==> src/rtl/mult_div_unit.sv <==
// mult_div_unit
// Iterative multiply/divide unit with architectural HI/LO registers, placed in
// the execute stage beside the ALU. One radix-2 iteration per cycle, WIDTH
// iterations, then one sign-fix cycle that writes HI/LO.
//
// Ports
//   clock         rising-edge clock
//   reset         asynchronous active-low reset
//   start         launch request, sampled only while idle
//   op[1:0]       00 MULT, 01 MULTU, 10 DIV, 11 DIVU (sampled with start)
//   a, b          rs / rt operands
//   flush         abort the in-flight operation (wins over start)
//   hi_we, lo_we  MTHI / MTLO write enables, honoured only while idle
//   wd            MTHI / MTLO write data
//   busy          high whenever the unit is not idle
//   done          one-cycle pulse coincident with new HI/LO
//   hi, lo        HI (product high / remainder), LO (product low / quotient)
module mult_div_unit #(
  parameter int WIDTH = 32
) (
  input  logic             clock,
  input  logic             reset,
  input  logic             start,
  input  logic [1:0]       op,
  input  logic [WIDTH-1:0] a,
  input  logic [WIDTH-1:0] b,
  input  logic             flush,
  input  logic             hi_we,
  input  logic             lo_we,
  input  logic [WIDTH-1:0] wd,
  output logic             busy,
  output logic             done,
  output logic [WIDTH-1:0] hi,
  output logic [WIDTH-1:0] lo
);

  localparam int CNT_W = (WIDTH > 2) ? $clog2(WIDTH) : 1;

  typedef enum logic [1:0] {IDLE, RUN, FIX} state_t;

  state_t               state;
  logic [1:0]           op_r;
  logic                 sign_a;
  logic                 sign_b;
  logic                 div_zero;
  logic [CNT_W-1:0]     cnt;
  // Multiply: {partial product, remaining multiplier bits}.
  // Divide: low half holds unconsumed dividend bits with quotient bits
  // shifting in from the bottom; the high half is idle.
  logic [2*WIDTH-1:0]   acc;
  // Shifted partial remainder; one extra bit because the shifted value can
  // reach 2*divisor-1 before the trial subtract.
  logic [WIDTH:0]       rem;
  // Multiplicand magnitude for multiply, divisor magnitude for divide.
  logic [WIDTH-1:0]     opnd;

  function automatic logic [WIDTH-1:0] neg_w(input logic [WIDTH-1:0] x);
    return ~x + 1'b1;
  endfunction

  function automatic logic [2*WIDTH-1:0] neg_2w(input logic [2*WIDTH-1:0] x);
    return ~x + 1'b1;
  endfunction

  logic             in_signed;
  logic [WIDTH-1:0] mag_a;
  logic [WIDTH-1:0] mag_b;
  logic [WIDTH:0]   mul_sum;
  logic [WIDTH:0]   div_diff;
  logic             div_ok;
  logic [WIDTH-1:0] div_keep;
  logic [WIDTH-1:0] rem_fixed;
  logic [WIDTH-1:0] fix_hi;
  logic [WIDTH-1:0] fix_lo;

  assign busy = (state != IDLE);

  // Launch-time operand conditioning: signed ops work on magnitudes.
  assign in_signed = ~op[0];
  assign mag_a     = (in_signed && a[WIDTH-1]) ? neg_w(a) : a;
  assign mag_b     = (in_signed && b[WIDTH-1]) ? neg_w(b) : b;

  // One iteration of shift-add multiply and restoring divide.
  assign mul_sum  = {1'b0, acc[2*WIDTH-1:WIDTH]} + (acc[0] ? {1'b0, opnd} : {(WIDTH+1){1'b0}});
  assign div_diff = rem - {1'b0, opnd};
  assign div_ok   = ~div_diff[WIDTH];
  assign div_keep = div_ok ? div_diff[WIDTH-1:0] : rem[WIDTH-1:0];

  // Sign correction. For divide-by-zero the remainder register holds |a|,
  // so negating it for a negative signed dividend restores a's original bit
  // pattern -- the same expression as the normal remainder fix.
  assign rem_fixed = sign_a ? neg_w(rem[WIDTH-1:0]) : rem[WIDTH-1:0];

  always_comb begin
    fix_hi = acc[2*WIDTH-1:WIDTH];
    fix_lo = acc[WIDTH-1:0];
    if (op_r[1]) begin
      fix_hi = rem_fixed;
      if (div_zero)
        fix_lo = {WIDTH{1'b1}};
      else if (sign_a ^ sign_b)
        fix_lo = neg_w(acc[WIDTH-1:0]);
    end else if (sign_a ^ sign_b) begin
      {fix_hi, fix_lo} = neg_2w(acc);
    end
  end

  always_ff @(posedge clock or negedge reset) begin
    if (!reset) begin
      state    <= IDLE;
      op_r     <= 2'b00;
      sign_a   <= 1'b0;
      sign_b   <= 1'b0;
      div_zero <= 1'b0;
      cnt      <= '0;
      acc      <= '0;
      rem      <= '0;
      opnd     <= '0;
      hi       <= '0;
      lo       <= '0;
      done     <= 1'b0;
    end else begin
      done <= 1'b0;
      case (state)
        IDLE: begin
          if (hi_we) hi <= wd;
          if (lo_we) lo <= wd;
          if (start && !flush) begin
            op_r     <= op;
            sign_a   <= in_signed & a[WIDTH-1];
            sign_b   <= in_signed & b[WIDTH-1];
            div_zero <= op[1] & (b == '0);
            cnt      <= CNT_W'(WIDTH - 1);
            state    <= RUN;
            if (op[1]) begin
              // Pre-shift the first dividend bit into the remainder.
              opnd <= mag_b;
              rem  <= {{WIDTH{1'b0}}, mag_a[WIDTH-1]};
              acc  <= {{WIDTH{1'b0}}, mag_a[WIDTH-2:0], 1'b0};
            end else begin
              opnd <= mag_a;
              rem  <= '0;
              acc  <= {{WIDTH{1'b0}}, mag_b};
            end
          end
        end

        RUN: begin
          if (flush) begin
            state <= IDLE;
          end else begin
            if (op_r[1]) begin
              acc <= {acc[2*WIDTH-1:WIDTH], acc[WIDTH-2:0], div_ok};
              // Last iteration keeps the final remainder unshifted.
              if (cnt == '0)
                rem <= {1'b0, div_keep};
              else
                rem <= {div_keep, acc[WIDTH-1]};
            end else begin
              acc <= {mul_sum, acc[WIDTH-1:1]};
            end
            if (cnt == '0)
              state <= FIX;
            else
              cnt <= cnt - 1'b1;
          end
        end

        FIX: begin
          if (!flush) begin
            hi   <= fix_hi;
            lo   <= fix_lo;
            done <= 1'b1;
          end
          state <= IDLE;
        end

        default: state <= IDLE;
      endcase
    end
  end

endmodule

==> config.mk <==
export PLATFORM = sky130hd
export DESIGN_NAME = mult_div_unit
export DESIGN_NICKNAME = d
export VERILOG_FILES = /design/src/rtl/mult_div_unit.sv
export SDC_FILE = /design/constraint.sdc
export NUM_CORES = 1
export LEC_CHECK = 0
export CAP_MARGIN = 20
export CORE_UTILIZATION = 41
export DETAILED_ROUTE_END_ITERATION = 12
export HOLD_SLACK_MARGIN = 0.15
export PLACE_DENSITY = 0.7
export SLEW_MARGIN = 20
export SYNTH_ARGS = -nofsm -noshare
export SYNTH_HDL_FRONTEND = slang
export SYNTH_SLANG_ARGS = --single-unit
export TNS_END_PERCENT = 50
==> constraint.sdc <==
create_clock -name clock -period 9 [get_ports clock]
set_input_delay 2.7 -clock clock [delete_from_list [all_inputs] [get_ports clock]]
set_output_delay 2.7 -clock clock [all_outputs]
set_load 0.05 [all_outputs]
==> metrics.txt <==
# TYPE chip_impl_metric gauge
chip_impl_metric{name="area_growth",unit="%"} 17.9
chip_impl_metric{name="proportion_of_netlist_area_held_by_the_largest_area_contributor",unit=""} 0.309
chip_impl_metric{name="postSynthNetCount",unit=""} 2266
chip_impl_metric{name="timing.final.hold_violations",unit=""} 0
chip_impl_metric{name="fmaxAchievable",unit="MHz"} 177
chip_impl_metric{name="yosysUniqueCellTypes",unit=""} 75
chip_impl_metric{name="final.fill_count",unit=""} 3921
chip_impl_metric{name="horizontal_extent_of_the_die",unit="µm"} 203
chip_impl_metric{name="yosysSeqAreaShare",unit=""} 0.309
chip_impl_info{name="crit_path_cell_trace",value="clkdlybuf4s50_1 -> inv_1 -> ha_1 -> nor3b_1 -> nor4b_1 -> nand3b_1 -> nor2_1 -> a21oi_1 -> xor2_1 -> nand2_1 -> o21ai_0 -> a221o_1"} 1
chip_impl_metric{name="vias_per_cell",unit=""} 5.99
chip_impl_metric{name="drv.max_cap_violation_count",unit=""} 0
chip_impl_metric{name="wl_per_cell",unit="µm"} 21.4
chip_impl_info{name="synth-main-ff-cell",value="sky130_fd_sc_hd__dfrtp_1"} 1
chip_impl_metric{name="cp_data_required_time",unit="ns"} 9.44
chip_impl_metric{name="post_cts.repair.setup_buffers",unit=""} 0
chip_impl_metric{name="period_share",unit=""} 0.629
chip_impl_metric{name="power-per-cell-area",unit="nW/µm²"} 215
chip_impl_metric{name="insertedDiodeCount",unit=""} 0
chip_impl_metric{name="final.min_clock_period",unit="ns"} 5.66
chip_impl_info{name="cp_slowest_cell",value="sky130_fd_sc_hd__nor4b_1"} 1
chip_impl_metric{name="cts_num_sinks",unit=""} 205
chip_impl_metric{name="rows",unit=""} 73
chip_impl_metric{name="netlist_area",unit="µm²"} 16600
chip_impl_metric{name="fin_worst_skew",unit="ns"} 0.0143
chip_impl_info{name="tritoncts",value="yes"} 1
chip_impl_info{name="worstSetupStartpointType",value="primary input"} 1
chip_impl_metric{name="number_of_synthesized_flops_with_an_enable_pin",unit=""} 0
chip_impl_info{name="hold_path.class",value="flip-flop to flip-flop"} 1
chip_impl_metric{name="grt_overflow",unit=""} 0
chip_impl_metric{name="max_slew_margin",unit=""} 0.239
chip_impl_metric{name="clock_tree.htree_level_count",unit=""} 1
chip_impl_metric{name="layout_cell_share_with_drive_strength_beyond_1",unit=""} 0.0454
chip_impl_metric{name="numCtsBuffers",unit=""} 25
chip_impl_metric{name="report.power.total",unit="mW"} 4.21
chip_impl_metric{name="ios",unit=""} 170
chip_impl_metric{name="postSynthRegisterBits",unit=""} 205
chip_impl_metric{name="cts_resized",unit=""} 0
chip_impl_metric{name="finalWirelength",unit="mm"} 58.5
chip_impl_info{name="critical_path_class",value="primary input to flip-flop"} 1
chip_impl_metric{name="postSynthAreaPerCell",unit="µm²"} 7.93
chip_impl_metric{name="clk_transition_reported_paths",unit="ns"} 0.06
chip_impl_metric{name="p_leak",unit="nW"} 8.12
chip_impl_metric{name="initialDrtViolationCount",unit=""} 1658
chip_impl_info{name="clockRootBuffer",value="sky130_fd_sc_hd__clkbuf_16"} 1
chip_impl_metric{name="highest_fanout_seen_on_the_critical_path",unit=""} 5
chip_impl_metric{name="ir_worst_vdd",unit="µV"} 164
chip_impl_metric{name="antenna_found_initial",unit=""} 0
chip_impl_metric{name="grt_pass1_wl",unit="mm"} 90.6
chip_impl_metric{name="drtPass1Iterations",unit=""} 7
chip_impl_metric{name="antenna_violating_nets_post_route",unit=""} 0
chip_impl_metric{name="slew_viol_final",unit=""} 0
chip_impl_metric{name="detailroute.via_count",unit=""} 16400
chip_impl_info{name="rsz0062_at_grt",value="no"} 1
chip_impl_info{name="run_status",value="finished clean"} 1
chip_impl_metric{name="post-route-drc-count",unit=""} 0
chip_impl_metric{name="gate_count_after_technology_mapping",unit=""} 2090
chip_impl_metric{name="layout.nets",unit=""} 2361
chip_impl_metric{name="yosys_warnings",unit=""} 0
chip_impl_info{name="yosysTopAreaCell",value="sky130_fd_sc_hd__dfrtp_1"} 1
chip_impl_metric{name="clk-insertion-delay-late",unit="ns"} 0.56
chip_impl_metric{name="cts.hold.buffers_added",unit=""} 0
chip_impl_metric{name="place.detailed.hpwl",unit="mm"} 45.5
chip_impl_metric{name="worstMarginPinSlew",unit="ns"} 1.14
chip_impl_metric{name="die_h",unit="µm"} 203
chip_impl_info{name="most_frequent_cell_after_synthesis",value="sky130_fd_sc_hd__o21ai_0"} 1
chip_impl_metric{name="slowest_delay",unit="ns"} 0.87
chip_impl_metric{name="finalSetupViolations",unit=""} 0
chip_impl_metric{name="floorplan.initialDensity",unit=""} 0.416
chip_impl_info{name="synth.area.top_cells",value="sky130_fd_sc_hd__dfrtp_1 (31%), sky130_fd_sc_hd__o21ai_0 (6.9%), sky130_fd_sc_hd__xnor2_1 (5.6%), sky130_fd_sc_hd__a21oi_1 (5.3%), sky130_fd_sc_hd__ha_1 (5.3%)"} 1
chip_impl_metric{name="setup-tns-final",unit="ns"} 0
chip_impl_metric{name="core-area",unit="µm²"} 39800
chip_impl_metric{name="port-buffer-count",unit=""} 169
chip_impl_metric{name="die-area",unit="µm²"} 41200
chip_impl_metric{name="gp_congestion",unit=""} 0.975
chip_impl_metric{name="postSynth.asyncResetShare",unit=""} 1.00
chip_impl_info{name="timing.critical_path.to_type",value="flip-flop"} 1
chip_impl_metric{name="globalRouteTotalUtil",unit=""} 0.281
chip_impl_metric{name="clock_path_buffers",unit=""} 3
chip_impl_metric{name="first_global_vias",unit=""} 15300
chip_impl_info{name="synth_common_cells",value="sky130_fd_sc_hd__o21ai_0 (229), sky130_fd_sc_hd__nand2_1 (211), sky130_fd_sc_hd__dfrtp_1 (205), sky130_fd_sc_hd__nor2_1 (187), sky130_fd_sc_hd__a21oi_1 (176)"} 1
chip_impl_metric{name="grt_start_max_net_pins",unit=""} 102
chip_impl_metric{name="worstPathArrival",unit="ns"} 6.10
==> per-stage QoR <==
| stage | utilization | worst slack, ns | hold slack, ns | area, µm² | instances |
|---|---|---|---|---|---|
| floorplan | - | 3.99 | 0.450 | 16600 | 2090 |
| global placement | 0.469 | 2.87 | 0.465 | 18700 | 2682 |
| detailed placement | 0.469 | 2.82 | 0.471 | 18700 | 2682 |
| CTS | 0.491 | 3.40 | 0.484 | 19600 | 2728 |
| global route | 0.491 | 3.03 | 0.499 | 19600 | 2729 |
| finish | 0.491 | 3.34 | 0.478 | 19600 | 2729 |
==> placed cells by master (no fill, tap or decap), types with 14 or more instances in the layout <==
| master | instances |
|---|---|
| sky130_fd_sc_hd__o211ai_1 | 29 |
| sky130_fd_sc_hd__nor3_1 | 40 |
| sky130_fd_sc_hd__xor2_1 | 99 |
| sky130_fd_sc_hd__nand3_1 | 35 |
| sky130_fd_sc_hd__a31oi_1 | 15 |
| sky130_fd_sc_hd__mux2i_1 | 58 |
| sky130_fd_sc_hd__nor4_1 | 25 |
| sky130_fd_sc_hd__nand2_1 | 211 |
| sky130_fd_sc_hd__nand2b_1 | 23 |
| sky130_fd_sc_hd__inv_1 | 78 |
| sky130_fd_sc_hd__a21o_1 | 14 |
| sky130_fd_sc_hd__ha_1 | 70 |
| sky130_fd_sc_hd__dfrtp_1 | 204 |
| sky130_fd_sc_hd__o22ai_1 | 38 |
| sky130_fd_sc_hd__clkdlybuf4s50_1 | 167 |
| sky130_fd_sc_hd__clkbuf_16 | 25 |
| sky130_fd_sc_hd__o21ai_0 | 229 |
| sky130_fd_sc_hd__or4_1 | 16 |
| sky130_fd_sc_hd__a211oi_1 | 24 |
| sky130_fd_sc_hd__or3_1 | 26 |
| sky130_fd_sc_hd__and3_1 | 14 |
| sky130_fd_sc_hd__buf_4 | 21 |
| sky130_fd_sc_hd__o41ai_1 | 17 |
| sky130_fd_sc_hd__xnor2_1 | 104 |
| sky130_fd_sc_hd__a22oi_1 | 27 |
| sky130_fd_sc_hd__nor2b_1 | 14 |
| sky130_fd_sc_hd__nor2_1 | 186 |
| sky130_fd_sc_hd__a21oi_1 | 174 |
| sky130_fd_sc_hd__o31ai_1 | 31 |
==> routing by layer <==
metal / vias to the layer above / global-route usage / wire length (µm)
li1: 7747 / - / -
met5: - / 0 / 0
met1: 7817 / 0.404 / 26300
met4: 0 / 0.100 / 2110
met2: 697 / 0.426 / 25300
met3: 97 / 0.0414 / 4810
==> worst max-delay path, delay by kind of cell <==
family / cells / cell delay, ns
AO/OA/AOI/OAI: 3 / 0.55
XOR/XNOR: 1 / 0.19
adder cells (fa/ha/maj): 1 / 0.16
buffers and inverters: 2 / 0.58
AND/OR/NAND/NOR: 5 / 1.92
==> worst paths after layout <==
check,startpoint,end,slack (ns),depth (start not counted)
setup / recovery,a[0],acc[29]$_DFFE_PN0P_,3.34,12
hold / removal,lo[18]$_DFFE_PN0P_,lo[18]$_DFFE_PN0P_,0.48,2
setup reg to reg,flip-flop,rem[18]$_DFFE_PN0P_,4.76,13
hold reg to reg,lo[18]$_DFFE_PN0P_,lo[18]$_DFFE_PN0P_,0.48,2
max in group asynchronous,reset,lo[18]$_DFFE_PN0P_,5.41,2
min in group asynchronous,reset,acc[50]$_DFFE_PN0P_,2.19,1
==> where the power goes <==
group	switching, mW	leakage [nW]	internal [mW]	total, mW
Combinational	1.12	5.13	0.660	1.78
Clock	0.434	0.437	0.672	1.11
Sequential	0.239	2.56	1.09	1.32
Total	1.79	8.12	2.42	4.21
==> area by class of cell <==
class / count / area, µm² / area share
repair buffers: 191 / 1850 / 0.0948
clock inverters: 11 / 180 / 0.00921
well taps: 525 / 657 / 0.0336
inverters: 80 / 300 / 0.0154
flip-flops and latches: 205 / 5130 / 0.262
multi-input cells: 1682 / 10700 / 0.548
clock buffers: 35 / 713 / 0.0365
==> sequential cells by signal, summed over array words and instances (netlist names), 2 cells and up, named ones only <==
signal / count
acc: 64
cnt: 5
hi: 32
lo: 32
opnd: 32
rem: 32
state: 2
==> logic make-up after synthesis <==
| group | Yosys count | synth area share |
|---|---|---|
| xor+xnor | 206 | 0.109 |
| mux | 62 | 0.0377 |
| simple gates | 640 | 0.181 |
| flops | 205 | 0.309 |
| compound gates | 702 | 0.261 |
| buf+inv | 203 | 0.0471 |
| fa+ha+maj | 72 | 0.0552 |
(Power assumes the default switching activity.)
